`config.mk`:
```
export PLATFORM = sky130hd
export DESIGN_NAME = uart_tx_arb_flat
export DESIGN_NICKNAME = d
export VERILOG_FILES = /design/src/rtl/uart_tx_arb_if.sv /design/src/rtl/uart_tx_arb.sv /design/src/flat_wrapper.sv
export SDC_FILE = /design/constraint.sdc
export NUM_CORES = 1
export LEC_CHECK = 0
export BUFFER_PORTS_ARGS = -buffer_cell sky130_fd_sc_hd__buf_4
export CORE_MARGIN = 4
export CORE_UTILIZATION = 45
export DETAILED_ROUTE_END_ITERATION = 8
export PLACE_DENSITY = 0.66
export SLEW_MARGIN = 10
export SYNTH_ARGS = -nofsm -noshare
export SYNTH_HDL_FRONTEND = slang
export SYNTH_SLANG_ARGS = --single-unit
```
`constraint.sdc`:
```
create_clock -name clk -period 3.8 [get_ports clk]
set_input_delay 0.76 -clock clk [delete_from_list [all_inputs] [get_ports clk]]
set_output_delay 0.76 -clock clk [all_outputs]
set_load 0.01 [all_outputs]
```
`src/rtl/uart_tx_arb_if.sv`:
```
// Handshake bundle between the UART transmit arbiter, its requesters and
// the shared UART_tx.
//   req/req_data/ack : requester side (one byte per request, ack on completion)
//   trmt/tx_data     : launch strobe and byte to UART_tx
//   tx_done          : UART_tx completion level
//   err/busy/gnt_id  : abort pulse, activity flag, current/last grant index
// slave  = arbiter view, master = requester/transmitter (environment) view.
interface uart_tx_arb_if #(
    parameter int NREQ = 3
);
    logic [NREQ-1:0]   req;
    logic [8*NREQ-1:0] req_data;
    logic [NREQ-1:0]   ack;
    logic              err;
    logic              trmt;
    logic [7:0]        tx_data;
    logic              tx_done;
    logic              busy;
    logic [2:0]        gnt_id;

    modport slave (
        input  req, req_data, tx_done,
        output ack, err, trmt, tx_data, busy, gnt_id
    );

    modport master (
        output req, req_data, tx_done,
        input  ack, err, trmt, tx_data, busy, gnt_id
    );
endinterface

```
`src/rtl/uart_tx_arb.sv`:
```
// Round-robin arbiter/sequencer sharing one UART_tx among NREQ requesters.
// Grants one byte at a time, strobes trmt, waits for tx_done, then acks the
// winner and re-arbitrates. A watchdog aborts a frame that never completes.
// Ports:
//   clk   : system clock, rising edge
//   rst_n : synchronous active-low reset
//   bus   : uart_tx_arb_if.slave (req, req_data, ack, err, trmt, tx_data,
//           tx_done, busy, gnt_id)
module uart_tx_arb #(
    parameter int NREQ    = 3,
    parameter int TIMEOUT = 65535,
    parameter int TO_W    = 16
) (
    input  logic           clk,
    input  logic           rst_n,
    uart_tx_arb_if.slave   bus
);

    typedef enum logic [1:0] {
        S_IDLE,
        S_LAUNCH,
        S_GUARD,
        S_WAIT
    } state_t;

    state_t          state, state_nxt;
    logic [2:0]      last;
    logic [2:0]      gnt_id;
    logic [7:0]      tx_data;
    logic [NREQ-1:0] ack_r;
    logic            err_r;
    logic [TO_W-1:0] wdog;

    logic [7:0]      req_ext;
    logic [3:0]      idx;
    logic            found;
    logic [2:0]      win;
    logic [7:0]      sel_data;
    logic            to_hit;

    assign to_hit = (wdog == TO_W'(TIMEOUT));

    // Search starts one past the last served requester so it ends up with
    // the lowest priority; idx stays below 2*NREQ, so one subtraction wraps.
    always_comb begin
        req_ext            = '0;
        req_ext[NREQ-1:0]  = bus.req;
        found              = 1'b0;
        win                = '0;
        idx                = '0;
        for (int k = 1; k <= NREQ; k++) begin
            idx = {1'b0, last} + 4'(k);
            if (idx >= 4'(NREQ))
                idx = idx - 4'(NREQ);
            if (!found && req_ext[idx[2:0]]) begin
                found = 1'b1;
                win   = idx[2:0];
            end
        end
        sel_data = '0;
        for (int i = 0; i < NREQ; i++)
            if (win == 3'(i))
                sel_data = bus.req_data[8*i +: 8];
    end

    always_comb begin
        state_nxt = state;
        case (state)
            S_IDLE:   if (found) state_nxt = S_LAUNCH;
            S_LAUNCH: state_nxt = S_GUARD;
            // tx_done may still be high from the previous frame here.
            S_GUARD:  state_nxt = S_WAIT;
            S_WAIT:   if (bus.tx_done || to_hit) state_nxt = S_IDLE;
            default:  state_nxt = S_IDLE;
        endcase
    end

    always_ff @(posedge clk) begin
        if (!rst_n) begin
            state   <= S_IDLE;
            last    <= 3'(NREQ - 1);
            gnt_id  <= '0;
            tx_data <= '0;
            ack_r   <= '0;
            err_r   <= 1'b0;
            wdog    <= '0;
        end else begin
            state <= state_nxt;
            ack_r <= '0;
            err_r <= 1'b0;
            case (state)
                S_IDLE: begin
                    if (found) begin
                        gnt_id  <= win;
                        tx_data <= sel_data;
                    end
                end
                S_LAUNCH: wdog <= '0;
                S_WAIT: begin
                    wdog <= wdog + 1'b1;
                    // Completion beats a simultaneous timeout.
                    if (bus.tx_done) begin
                        for (int i = 0; i < NREQ; i++)
                            if (gnt_id == 3'(i))
                                ack_r[i] <= 1'b1;
                        last <= gnt_id;
                    end else if (to_hit) begin
                        err_r <= 1'b1;
                        last  <= gnt_id;
                    end
                end
                default: ;
            endcase
        end
    end

    assign bus.trmt    = (state == S_LAUNCH);
    assign bus.busy    = (state != S_IDLE);
    assign bus.tx_data = tx_data;
    assign bus.gnt_id  = gnt_id;
    assign bus.ack     = ack_r;
    assign bus.err     = err_r;

endmodule

```
`src/flat_wrapper.sv`:
```
// flat-port wrapper written by rule: the top's interface ports become plain ports
module uart_tx_arb_flat 
#(
    parameter int NREQ    = 3,
    parameter int TIMEOUT = 65535,
    parameter int TO_W    = 16
)
  (clk, rst_n, bus_req, bus_req_data, bus_tx_done, bus_ack, bus_err, bus_trmt, bus_tx_data, bus_busy, bus_gnt_id);
  uart_tx_arb_if #(.NREQ(NREQ)) bus_i ();
  input  logic clk;
  input  logic rst_n;
  input wire logic [$bits(bus_i.req)-1:0] bus_req;
  input wire logic [$bits(bus_i.req_data)-1:0] bus_req_data;
  input wire logic [$bits(bus_i.tx_done)-1:0] bus_tx_done;
  output wire logic [$bits(bus_i.ack)-1:0] bus_ack;
  output wire logic [$bits(bus_i.err)-1:0] bus_err;
  output wire logic [$bits(bus_i.trmt)-1:0] bus_trmt;
  output wire logic [$bits(bus_i.tx_data)-1:0] bus_tx_data;
  output wire logic [$bits(bus_i.busy)-1:0] bus_busy;
  output wire logic [$bits(bus_i.gnt_id)-1:0] bus_gnt_id;
  assign bus_i.req = bus_req;
  assign bus_i.req_data = bus_req_data;
  assign bus_i.tx_done = bus_tx_done;
  assign bus_ack = bus_i.ack;
  assign bus_err = bus_i.err;
  assign bus_trmt = bus_i.trmt;
  assign bus_tx_data = bus_i.tx_data;
  assign bus_busy = bus_i.busy;
  assign bus_gnt_id = bus_i.gnt_id;
  uart_tx_arb #(.NREQ(NREQ), .TIMEOUT(TIMEOUT), .TO_W(TO_W)) u_core (.clk(clk), .rst_n(rst_n), .bus(bus_i));
endmodule
```
======== Word level (Yosys, flattened, before mapping) ========
Index checks and enable logic that the tools add are counted.
storage, ports and cells
  memory bits (read-only) ................. 0
  bits in latches ......................... 0
  bits in registers ....................... 36
  memories kept ........................... 0
  output and inout bits ................... 17
  input bits .............................. 30
  word-level logic and storage cells ...... 76
  RAM bits ................................ 0
cells by class
  reduce and logical (&&, ||, !) cells .... 16
  shift operators ......................... 0
  $mul .................................... 0
  order comparisons ....................... 6
  divide/modulo/power cells ............... 0
  add/subtract/negate cells ............... 7
  bitwise gates (word level) .............. 2
  equal/unequal tests ..................... 10
  muxes and demuxes ....................... 28
operators with widths
  cell                     number
  $pmux W16 S2             1
  $mux W3                  8
  $mux W8                  3
  $add A16 B1 Y16 const B  1
  $eq A16 B16 Y1 const B   1
  $ge A4 B2 Y1 const B     3
  $lt A3 B4 Y1 const B     3
  $mux W1                  10
  $bmux W1 S3              3
  $sub A3 B2 Y3 const B    3
  $add A3 B2 Y4 const B    2
  $pmux W2 S4              1
  $eq A3 B1 Y1 const B     2
  $eq A3 B2 Y1 const B     2
  $logic_not A3 Y1         2
  $reduce_and A2 Y1        3
  $reduce_bool A2 Y1       3
  $add A3 B1 Y4 const B    1
  $eq A2 B2 Y1 const B     2
  $mux W2                  2
  $ne A2 B1 Y1 const B     2
  $reduce_and A3 Y1        1
  $reduce_or A3 Y1         1
  $eq A2 B1 Y1 const B     1
  5 further kinds          8

======== Logic depth before layout (Yosys ltp) ========
Gate-level depths: netlist (run 1).
  word-level depth ........................ 16
  mapped depth ............................ 12
  mapped depth without buffers ............ 9

======== Worst setup path after synthesis (run 1) ========
No wires, ideal clock.
  path kind ............................... register to register
  from .................................... register u_core.last[0]
  to ...................................... register u_core.tx_data[0], in the netlist u_core.bus.tx_data[0]
  period minus slack after synthesis ...... 2.919 ns
  library setup time ...................... 0.124 ns
  cell stages (with the launch flop) ...... 12
  data required time ...................... 3.676 ns
  path slack .............................. 0.881 ns
  arrival ................................. 2.795 ns
  buffers on the path ..................... 2
  cells stage by stage .................... dfxtp_1 -> buf_2 -> inv_2 -> ha_1 -> mux2_4 -> a221oi_4 -> o32ai_2 -> or4_4 -> a31oi_4 -> buf_6 -> mux2i_1 -> o211ai_2
between the ends
  cells in the longest elaborated chain, start to end .. 16
  elaborated cells on any way between the ends .. 35
  classes of those cells .................. 6 x add/sub; 3 x order compare; 2 x eq/ne; 18 x mux; 6 x reduce/logical
RTL lines
  what                                           line                                  RTL
  start, declared                                uart_tx_arb.sv:27                     logic [2:0] last;
  start signal, assigned                         uart_tx_arb.sv:81                     last <= 3'(NREQ - 1);
  start signal, assigned                         uart_tx_arb.sv:106                    last <= gnt_id;
  start signal, assigned                         uart_tx_arb.sv:109                    last <= gnt_id;
  $add A3 B1 Y4                                  uart_tx_arb.sv:52                     idx = {1'b0, last} + 4'(k);
  $ge A4 B2 Y1 or $sub A3 B2 Y3 (tied branches)  uart_tx_arb.sv:53, uart_tx_arb.sv:54
  $mux W3                                        uart_tx_arb.sv:53                     if (idx >= 4'(NREQ))
  $bmux W1 S3                                    uart_tx_arb.sv:55                     if (!found && req_ext[idx[2:0]]) begin
  $mux W1 (implied by the code)                  uart_tx_arb.sv:55
  $mux W1                                        uart_tx_arb.sv:55
  $logic_not A1 Y1                               uart_tx_arb.sv:55
  $logic_and A1 B1 Y1                            uart_tx_arb.sv:55
  $mux W1                                        uart_tx_arb.sv:55
  $logic_not A1 Y1                               uart_tx_arb.sv:55
  $logic_and A1 B1 Y1                            uart_tx_arb.sv:55
  $mux W3                                        uart_tx_arb.sv:55
  $logic_not A3 Y1                               uart_tx_arb.sv:62                     if (win == 3'(i))
  $mux W8 (3 in series)                          uart_tx_arb.sv:62
  end signal, assigned                           uart_tx_arb.sv:95                     tx_data <= sel_data;
  end, declared                                  uart_tx_arb.sv:29                     logic [7:0] tx_data;
Several ways; a longest one is shown, not always the timed one. The select of a mux whose other input is x is not followed.
A chain may end at the register's enable or synchronous reset.

======== Worst setup path in the final report (run 1) ========
  from .................................... register u_core.last[2]
  to ...................................... register u_core.tx_data[1], in the netlist u_core.bus.tx_data[1]
Same word-level chain as after synthesis.

==> reports/summary.md, run 1 <==
* complete, no violations — outcome
* 46 — number of port buffers
* 5.74 — number of vias per cell
* 20.1% — Area Growth Syn to Fin
* 0.00542 ns — clock skew
* 47 — I/O pin count
* 0.000487 W — Switching Power
* 0 — number of antenna violations at the first check in global routing
* 0.687 ns — Worst Tran Pin Value
* 56.2% — fraction of the core area covered by cells at the end of the flow
* 2,060 — via count of the first global-routing pass
* 1.18 nW — leak pwr
* 8.75 um^2 — average cell area after synthesis
* 0 — Antenna Diode Count
* dfxtp_1, nand3_1, nor2_1, a21oi_1, nand2_1 — synth cell count leaders
* 0 — endpoints failing setup
* 318 — number of nets produced by synthesis
* dfxtp_1 — most instantiated library cell after synthesis
* 0.69 ns — internal reg-to-reg setup slack
* 0 — Maximum Capacitance Violations
* 30.0% — area share of the leading cell type in the synthesized netlist
* reg2reg — Min-Delay Path Class
* 5710 um — routed wire length
* 0.28 ns — clock latency on the worst-skew pair
* 36.0% — sequential share of power
* 0 — number of buffers added for setup after CTS
* 36 — total number of clock tree sinks
* register — Worst Setup Start Kind
* 2,223 — total number of vias
* 0 ns — setup TNS after final layout
* 380 — Placed Cells
* 0 — total count of hold-check failures in the final report
* 46.8% — Starting Density
* 3.11 ns — min cycle time layout
* 9830 um — global-route wire length before repair
* 10 — largest fanout on the critical path
* 14.8 um — average wire per standard cell
* 4 — Pre-antenna DRT Iters
* register — crit path capture type
* 0 — Post-route DRC
* 63 — Distinct cells, synth
* 6580 um^2 — area of the die
* dfxtp_1 — flip-flop cell with the highest count after synthesis
* 461 nW/um^2 — Pwr Density
* 0 — number of resized instances in the post-cts repair step
* 3.97 ns — Worst EP required
* 130 — detailed router's first-iteration violation count
* 36.6% — Net Sw Frac
* 0 — warnings from Yosys
* 18.8% — Tot GR Track Use
* 5 — Inserted Clock Buffers
* 0.897 — routability-driven placement congestion ratio
* 54.2% — Slew HR
* reg2reg — path type of the worst setup path
* yes — TritonCTS clock tree
* 0.322 mV — Peak supply drop
* 2410 um^2 — area of the mapped netlist
* 4170 um — post-detailed-placement half-perimeter wirelength
* 2 — deepest level of the CTS H-tree
* 36 — flops & latches, synth
* 321 MHz — Max Clk Rate
* 0.694 ns — post-place setup slack
* 3.28 ns — worst path arrival time
* dfxtp_1 — leading area contributor after synthesis
* dfxtp_1, ha_1, mux2i_1 — Synth area leaders
* 360 — total number of nets in the final design
* 0.000844 W — Int Pwr
* 5140 um^2 — Core Area
* 0 — Slew Limit Fails
* 22 — maximum number of pins on one net before global-route repair
* 81.9% — share of the cycle needed by the critical path after routing
* 0 — quantity of hold-fixing buffers added after cts
* false — unrepaired setup endpoints after global routing
* 81.1 um — die height
* 0 — number of enable flip-flop cells after synthesis
* 0 — ANT nets after route
* 25.9% — fraction of final layout cells sized beyond drive strength 1
* 387 — post-route non-filler standard cell count
* 0.07 ns — Clk pin slew, worst setup/hold paths
* 2 — Max clock buf depth
* 275 — number of instances in the synthesized netlist
* 21.9% — clock group share of total power
* 0 — total congestion overflow after global routing
* 81.1 um — Chip Width
* 26 — std cell rows
* 0% — async set-reset flop share out of synthesis
* clkbuf_8 — root buffer selected by CTS
* 42.1% — combinational cell fraction of total power
* 30.0% — Seq/Total Area, Yosys
* 0.688 ns — Final WS setup
cell families (layout without fill, tap and decap cells):
family | Yosys count | after routing | share of synthesized area [%]
compound gates | 69 | 69 | 23.6
mux | 13 | 13 | 5.62
simple gates | 115 | 115 | 26.8
fa+ha+maj | 13 | 13 | 6.76
buf+inv | 24 | 66 | 4.58
flops | 36 | 36 | 30.0
xor+xnor | 5 | 5 | 2.70
registers in the layout, summed over array words and instances, names as in the netlist:
register and cells:
u_core.last 3, u_core.state 2, u_core.bus.ack 3, u_core.wdog 16, u_core.bus.err 1, u_core.bus.tx_data 8
u_core.bus.gnt_id 3
worst max-delay path: stages, from the launching register on:
cell,delay (ns)
dfxtp_1,0.53
inv_1,0.18
ha_1,0.27
nor2b_1,0.21
a221oi_4,0.34
o32ai_2,0.13
or4_4,0.54
a31oi_4,0.42
mux2i_1,0.29
o211ai_2,0.09
power by group through the flow:
stage	registers, W	clock network [W]	logic [W]
6_report	0.000479	0.000292	0.000560
5_1_grt	0.000489	0.000320	0.000621
4_1_cts	0.000481	0.000303	0.000568
3_5_place_dp	0.000488	0	0.000565
3_3_place_gp	0.000489	0	0.000560
2_1_floorplan	0.000501	0	0.000359
placed cells by master, fill, tap and decap left out, drive strengths merged, types with 5 or more instances in the layout:
cell type  instances
clkbuf             7
nor3b              6
buf               50
inv                9
o211ai            12
a21oi             17
ha                13
nand3             22
nor2              20
o21ai              9
nor3               8
nand2             17
nand4              8
a31oi              5
mux2i             12
dfxtp             36
path summary, 6_finish.rpt:
| path | start | to | cells past startpoint |
|---|---|---|---|
| worst min register to register | u_core.wdog[14]$_SDFFE_PN0P_ | u_core.wdog[14]$_SDFFE_PN0P_ | 2 |
| worst max-delay path | u_core.last[2]$_SDFFE_PN0P_ | u_core.bus.tx_data[1]$_SDFFE_PN0P_ | 9 |
| worst max register to register | u_core.last[2]$_SDFFE_PN0P_ | u_core.bus.tx_data[1]$_SDFFE_PN0P_ | 9 |
| worst min-delay path | u_core.wdog[14]$_SDFFE_PN0P_ | u_core.wdog[14]$_SDFFE_PN0P_ | 2 |
stage by stage:
stage	hold WS [ns]	instance area [um^2]	power, W
final	0.483	2890	0.00133
after global routing	0.512	2890	0.00143
after CTS	0.480	2890	0.00135
after detailed placement	0.469	2790	0.00105
after global placement	0.463	2790	0.00105
after floorplan	0.447	2410	0.000860
routing by layer:
metal / vias up / GRT usage [%] / part of all wire (%) / wire, um
met5: - / 0 / 0 / 0
met4: 0 / 4.39 / 0.96 / 55
met3: 7 / 5.21 / 7.4 / 422
met2: 75 / 29.7 / 45 / 2540
met1: 1029 / 25.5 / 47 / 2690
li1: 1112 / - / - / -
layout make-up:
class | instances | area (um^2)
clock buffer | 7 | 96.3
timing repair buffer | 50 | 375
sequential | 36 | 721
tap | 70 | 87.6
fill | 502 | 2250
inverter | 9 | 33.8
multi-input combinational | 215 | 1580
Note: power is estimated with default switching activity, not from simulation.
==> run 2, diff against run 1 <==
Settings changed: ABC_AREA set to 1, PLACE_DENSITY 0.66 to 0.69.
Clock period 3.8 ns to 2.8 ns, I/O delays scaled along.
==> reports/summary.md, run 2 <==
* false — unrepaired setup endpoints after global routing
* 438 — total number of nets in the final design
* 5 — Inserted Clock Buffers
* 3.03 ns — Worst EP required
* inv_1 > ha_1 > inv_1 > nand2_1 > o21ai_0 > inv_1 > nand2_1 > o21ai_1 > nand4_2 > nand3_2 > nand2_1 > nand3_1 > nand2_1 > a21oi_1 — Critical Path, Cell by Cell
* 22.7% — fraction of final layout cells sized beyond drive strength 1
* 5070 um^2 — Core Area
* simple AND/OR/NAND/NOR gates — CP top delay family
* 1 — Hold Path Depth
* 16 — number of flip-flops under the largest register name
* 386 — number of nets produced by synthesis
* 2 — Max clock buf depth
* 0 — number of buffers added for setup after CTS
* 2350 um^2 — area of the mapped netlist
* reg2reg — path type of the worst setup path
* 1390 um^2 — multi-input gate area in the final layout
* 0.496 mV — Peak supply drop
* 0.31 ns — internal reg-to-reg setup slack
* nand2_1 — most common library cell in the layout ignoring fill and taps
* 0 — endpoints failing setup
* dfxtp_1, nand2_1, inv_1 — Synth area leaders
* 5.08 — number of vias per cell
* u_core.wdog[13]$_SDFFE_PN0P_ — startpoint of the most critical hold path
* register — Worst Setup Start Kind
* u_core.wdog[13]$_SDFFE_PN0P_ — Worst Hold Endpoint
* 2 — deepest level of the CTS H-tree
* 89.0% — share of the cycle needed by the critical path after routing
* 0.29 ns — clock latency on the worst-skew pair
* 36 — total number of clock tree sinks
* 0.42 ns — Worst path max stage delay
* register — crit path capture type
* dfxtp_1 — leading area contributor after synthesis
* nand2_1 — CP most frequent cell
* 6.84 um^2 — average cell area after synthesis
* 0.08 ns — Clk pin slew, worst setup/hold paths
* 721 um^2 — register area
* 30.7% — Seq/Total Area, Yosys
* yes — TritonCTS clock tree
* 0 — Maximum Capacitance Violations
* 401 MHz — Max Clk Rate
* 56.8% — fraction of the core area covered by cells at the end of the flow
* 0 — number of enable flip-flop cells after synthesis
* 18.7% — Tot GR Track Use
* 9590 um — global-route wire length before repair
* 0 — number of antenna violations at the first check in global routing
* 0 — number of resized instances in the post-cts repair step
* 26 — std cell rows
* 343 — number of instances in the synthesized netlist
* 83 — detailed router's first-iteration violation count
* 0 — Post-route DRC
* 0 ns — setup TNS after final layout
* 521 — fill cell total of the finished layout
* clkbuf_8 — root buffer selected by CTS
* 1.28 nW — leak pwr
* 6430 um^2 — area of the die
* 0.00650 ns — clock skew
* 2,204 — via count of the first global-routing pass
* 0 — total count of hold-check failures in the final report
* u_core.wdog — register with the most flip-flops
* 36 — flops & latches, synth
* 4 — Pre-antenna DRT Iters
* 4520 um — post-detailed-placement half-perimeter wirelength
* 14 — r2r worst-path depth
* 2.49 ns — min cycle time layout
* 46.2% — Starting Density
* dfxtp_1 — cell at the slowest stage of the critical path
* 2,365 — total number of vias
* 0.310 ns — post-place setup slack
* reg2reg — Min-Delay Path Class
* 41 — Distinct cells, synth
* 22.9% — Area Growth Syn to Fin
* 0.309 ns — Final WS setup
* 80.2 um — die height
* u_core.last[1]$_SDFFE_PN1P_ — origin of the critical flop-to-flop path
* 0.857 — routability-driven placement congestion ratio
* 0% — async set-reset flop share out of synthesis
* 66.1% — Slew HR
* 808 nW/um^2 — Pwr Density
* 0 — Antenna Diode Count
* 0.509 ns — Worst Tran Pin Value
* dfxtp_1 — flip-flop cell with the highest count after synthesis
* u_core.wdog: 16 flops, u_core.bus.tx_data: 8 flops — registers with the highest flip-flop counts
* 0 — warnings from Yosys
* nand2_1, buf_4, inv_1 — commonest non-fill, non-tap cells in the layout
* 0 — total congestion overflow after global routing
* 47 — I/O pin count
* 46 — number of port buffers
* complete, no violations — outcome
* 18 — maximum number of pins on one net before global-route repair
* u_core.bus.tx_data[1]$_SDFFE_PN0P_ — worst r2r dst
* 0 — ANT nets after route
* 3 — buffering stage count on the worst path with inverters included
* 0 — Slew Limit Fails
* 5880 um — routed wire length
* 30.7% — area share of the leading cell type in the synthesized netlist
* 12.6 um — average wire per standard cell
* 2.72 ns — worst path arrival time
* 0 — quantity of hold-fixing buffers added after cts
* nand2_1 — most instantiated library cell after synthesis
* 80.2 um — Chip Width
* 8 — largest fanout on the critical path
* nand2_1, inv_1, nor2_1, dfxtp_1, a21oi_1 — synth cell count leaders
==> run 2: cell types whose count changed in the layout (fill, tap and decap cells not counted), moves of 8 or more <==
cell,before,now
nand2_1,16,70
inv_1,7,46
nor2_1,20,38
mux2i_1,12,0
a21oi_1,17,26
o211ai_2,8,0
==> run 2: how the worst max path moves through the flow <==
stage,startpoint,endpoint,slack (ns),cells after the start
6_report,u_core.last[1]$_SDFFE_PN1P_,u_core.bus.tx_data[1]$_SDFFE_PN0P_,0.31,14
2_1_floorplan,u_core.last[0]$_SDFFE_PN0P_,u_core.bus.tx_data[2]$_SDFFE_PN0P_,0.60,16
3_3_place_gp,u_core.last[1]$_SDFFE_PN1P_,u_core.state[0]$_SDFFE_PN0P_,0.37,13
5_1_grt,u_core.last[1]$_SDFFE_PN1P_,u_core.bus.tx_data[1]$_SDFFE_PN0P_,0.02,14
4_1_cts,u_core.last[1]$_SDFFE_PN1P_,u_core.state[1]$_SDFFE_PN0P_,0.29,14
3_5_place_dp,u_core.last[1]$_SDFFE_PN1P_,u_core.state[1]$_SDFFE_PN0P_,0.31,14
==> run 2: area by class of cell <==
class / instances / area share (%)
Clock inverter: 2 / 1.22
Timing Repair Buffer: 50 / 13.0
Clock buffer: 6 / 2.52
Inverter: 53 / 6.90
Tap cell: 70 / 3.04
Sequential cell: 36 / 25.0
Multi-Input combinational cell: 249 / 48.3
==> run 2: cell families after synthesis <==
group | Yosys count | share of synthesized area (%)
AO/OA/AOI/OAI | 55 | 14.1
flip-flops | 36 | 30.7
adder cells (fa/ha/maj) | 13 | 6.93
buffers and inverters | 58 | 9.92
XOR/XNOR | 4 | 1.49
AND/OR/NAND/NOR | 177 | 36.8
==> run 2: power by group <==
part / switching (W) / leakage, nW / internal [W]
combinational: 0.000768 / 0.936 / 0.000465
clock: 0.000197 / 0.0552 / 0.000265
sequential: 0.0000533 / 0.293 / 0.000582
total: 0.00102 / 1.28 / 0.00131
==> run 2: routing by layer <==
metal	up-vias	global-route usage [%]	wire length [um]	share of wire, %
li1	1231	-	-	-
met1	1082	21.6	2610	44
met2	46	34.9	2930	50
met3	6	4.15	286	4.9
met4	0	4.22	55	0.94
met5	-	0	0	0
==> run 2: through the flow <==
step                area, um^2  total power [W]  instances  hold WS, ns
finish                    2880          0.00233        466        0.452
global route              2880          0.00253        466        0.458
CTS                       2880          0.00235        466        0.452
detailed placement        2780          0.00189        458        0.442
global placement          2780          0.00186        458        0.435
floorplan                 2350          0.00155        343        0.422
==> run 3, diff against run 2 <==
Settings changed: CTS_BUF_LIST set to sky130_fd_sc_hd__clkbuf_16.
==> reports/summary.md, run 3 (same netlist as run 2, synthesis figures left out) <==
* u_core.wdog: 16 flops, u_core.bus.tx_data: 8 flops — registers with the highest flip-flop counts
* nand2_1 — CP most frequent cell
* 3.01 ns — Worst EP required
* 2.70 ns — worst path arrival time
* u_core.bus.tx_data[1]$_SDFFE_PN0P_ — Setup crit end
* 4 — Pre-antenna DRT Iters
* 47 — I/O pin count
* 14 — r2r worst-path depth
* 88.8% — share of the cycle needed by the critical path after routing
* 849 nW/um^2 — Pwr Density
* 36 — total number of clock tree sinks
* 16 — number of flip-flops under the largest register name
* u_core.bus.tx_data[1]$_SDFFE_PN0P_ — worst r2r dst
* 0 — number of buffers added for setup after CTS
* 22.7% — fraction of final layout cells sized beyond drive strength 1
* 9500 um — global-route wire length before repair
* 0 — endpoints failing setup
* 6430 um^2 — area of the die
* clkbuf_16 — root buffer selected by CTS
* reg2reg — Min-Delay Path Class
* 466 — post-route non-filler standard cell count
* 66.1% — Slew HR
* 0 — number of antenna violations at the first check in global routing
* complete, no violations — outcome
* 5820 um — routed wire length
* 0.508 ns — Worst Tran Pin Value
* register — Worst Setup Start Kind
* 0.00403 ns — clock skew
* 2,178 — via count of the first global-routing pass
* 0.28 ns — clock latency on the worst-skew pair
* inv_1 > ha_1 > inv_1 > nand2_1 > o21ai_0 > inv_1 > nand2_1 > o21ai_1 > nand4_2 > nand3_2 > nand2_1 > nand3_1 > nand2_1 > a21oi_1 — Critical Path, Cell by Cell
* reg2reg — path type of the worst setup path
* 2.49 ns — min cycle time layout
* u_core.last[1]$_SDFFE_PN1P_ — worst setup path startpoint
* 8 — largest fanout on the critical path
* 2 — Max clock buf depth
* 0 ns — setup TNS after final layout
* 0.41 ns — Worst path max stage delay
* 25.3% — Area Growth Syn to Fin
* 0 — ANT nets after route
* 26 — std cell rows
* 0 — Maximum Capacitance Violations
* nand2_1 — most common library cell in the layout ignoring fill and taps
* 5 — Inserted Clock Buffers
* register — crit path capture type
* 46.2% — Starting Density
* 0.31 ns — internal reg-to-reg setup slack
* 57.9% — fraction of the core area covered by cells at the end of the flow
* 0.449 ns — Post-Route Hold Slack
* 18.8% — Tot GR Track Use
* u_core.last[1]$_SDFFE_PN1P_ — origin of the critical flop-to-flop path
* 80.2 um — Chip Width
* 18 — maximum number of pins on one net before global-route repair
* 12.5 um — average wire per standard cell
* 0 — Slew Limit Fails
* 1.31 nW — leak pwr
* 2,377 — total number of vias
* 438 — total number of nets in the final design
* 0 — total congestion overflow after global routing
* 2 — deepest level of the CTS H-tree
* 46 — number of port buffers
* 0.06 ns — Clk pin slew, worst setup/hold paths
* 0 — total count of hold-check failures in the final report
* 402 MHz — Max Clk Rate
* 2780 um^2 — total cell area at the placement stage
* dfxtp_1 — cell at the slowest stage of the critical path
* 5070 um^2 — Core Area
* 0.524 mV — Peak supply drop
* 80.2 um — die height
* 108 — detailed router's first-iteration violation count
* 0 — Antenna Diode Count
* 0 — number of resized instances in the post-cts repair step
* u_core.wdog — register with the most flip-flops
* nand2_1, buf_4, inv_1 — commonest non-fill, non-tap cells in the layout
* 5.10 — number of vias per cell
* false — unrepaired setup endpoints after global routing
* 0 — Post-route DRC
* 4520 um — post-detailed-placement half-perimeter wirelength
* 0.857 — routability-driven placement congestion ratio
* yes — TritonCTS clock tree
* 0 — quantity of hold-fixing buffers added after cts
* 458 — Placed Cells
* 2940 um^2 — post-route cell area
## run 3: changes by cell type in the layout (fill, tap and decap cells not counted)
cell | before | now
clkbuf_16 | 0 | 5
clkbuf_8 | 5 | 0
clkbuf_1 | 1 | 0
inv_1 | 46 | 47
## run 3: metrics by stage
stage                     power [W]  setup slack [ns]
after floorplan             0.00155             0.605
after global placement      0.00186             0.375
after detailed placement    0.00189             0.310
after CTS                   0.00252             0.293
after global routing        0.00269            0.0198
final                       0.00249             0.313
## run 3: layer usage
layer	up-vias	GRT usage, %	wire length (um)
met3	7	4.48	321
li1	1235	-	-
met4	0	5.57	71
met1	1089	21.6	2520
met2	46	34.0	2900
met5	-	0	0
## run 3: power breakdown
group	internal (W)	switching [W]	total [W]
registers	0.000583	0.0000549	0.000638
clock network	0.000415	0.000209	0.000624
logic	0.000464	0.000768	0.00123
## run 3: critical path: cells and delay by family, from the launching register on
family,cells,cell delay (ns)
buffers and inverters,3,0.32
flip-flops,1,0.41
adder cells (fa/ha/maj),1,0.35
AND/OR/NAND/NOR,7,0.78
AO/OA/AOI/OAI,3,0.53
## run 3: worst min path at each step
stage | from | to | slack [ns] | cells after the start
5_1_grt | bus_tx_done | u_core.bus.err$_SDFF_PP0_ | 0.47 | 2
4_1_cts | u_core.wdog[13]$_SDFFE_PN0P_ | u_core.wdog[13]$_SDFFE_PN0P_ | 0.45 | 1
6_report | u_core.wdog[13]$_SDFFE_PN0P_ | u_core.wdog[13]$_SDFFE_PN0P_ | 0.45 | 1
3_5_place_dp | u_core.wdog[13]$_SDFFE_PN0P_ | u_core.wdog[13]$_SDFFE_PN0P_ | 0.44 | 1
2_1_floorplan | u_core.wdog[13]$_SDFFE_PN0P_ | u_core.wdog[13]$_SDFFE_PN0P_ | 0.42 | 1
3_3_place_gp | u_core.wdog[13]$_SDFFE_PN0P_ | u_core.wdog[13]$_SDFFE_PN0P_ | 0.44 | 1
## run 3: area by class of cell
| class | count | area [um^2] |
|---|---|---|
| Fill cell | 513 | 2140 |
| Tap cell | 70 | 87.6 |
| Multi-Input combinational cell | 249 | 1390 |
| Sequential cell | 36 | 721 |
| Timing Repair Buffer | 50 | 375 |
| Inverter | 53 | 199 |
| Clock buffer | 5 | 125 |
| Clock inverter | 3 | 38.8 |
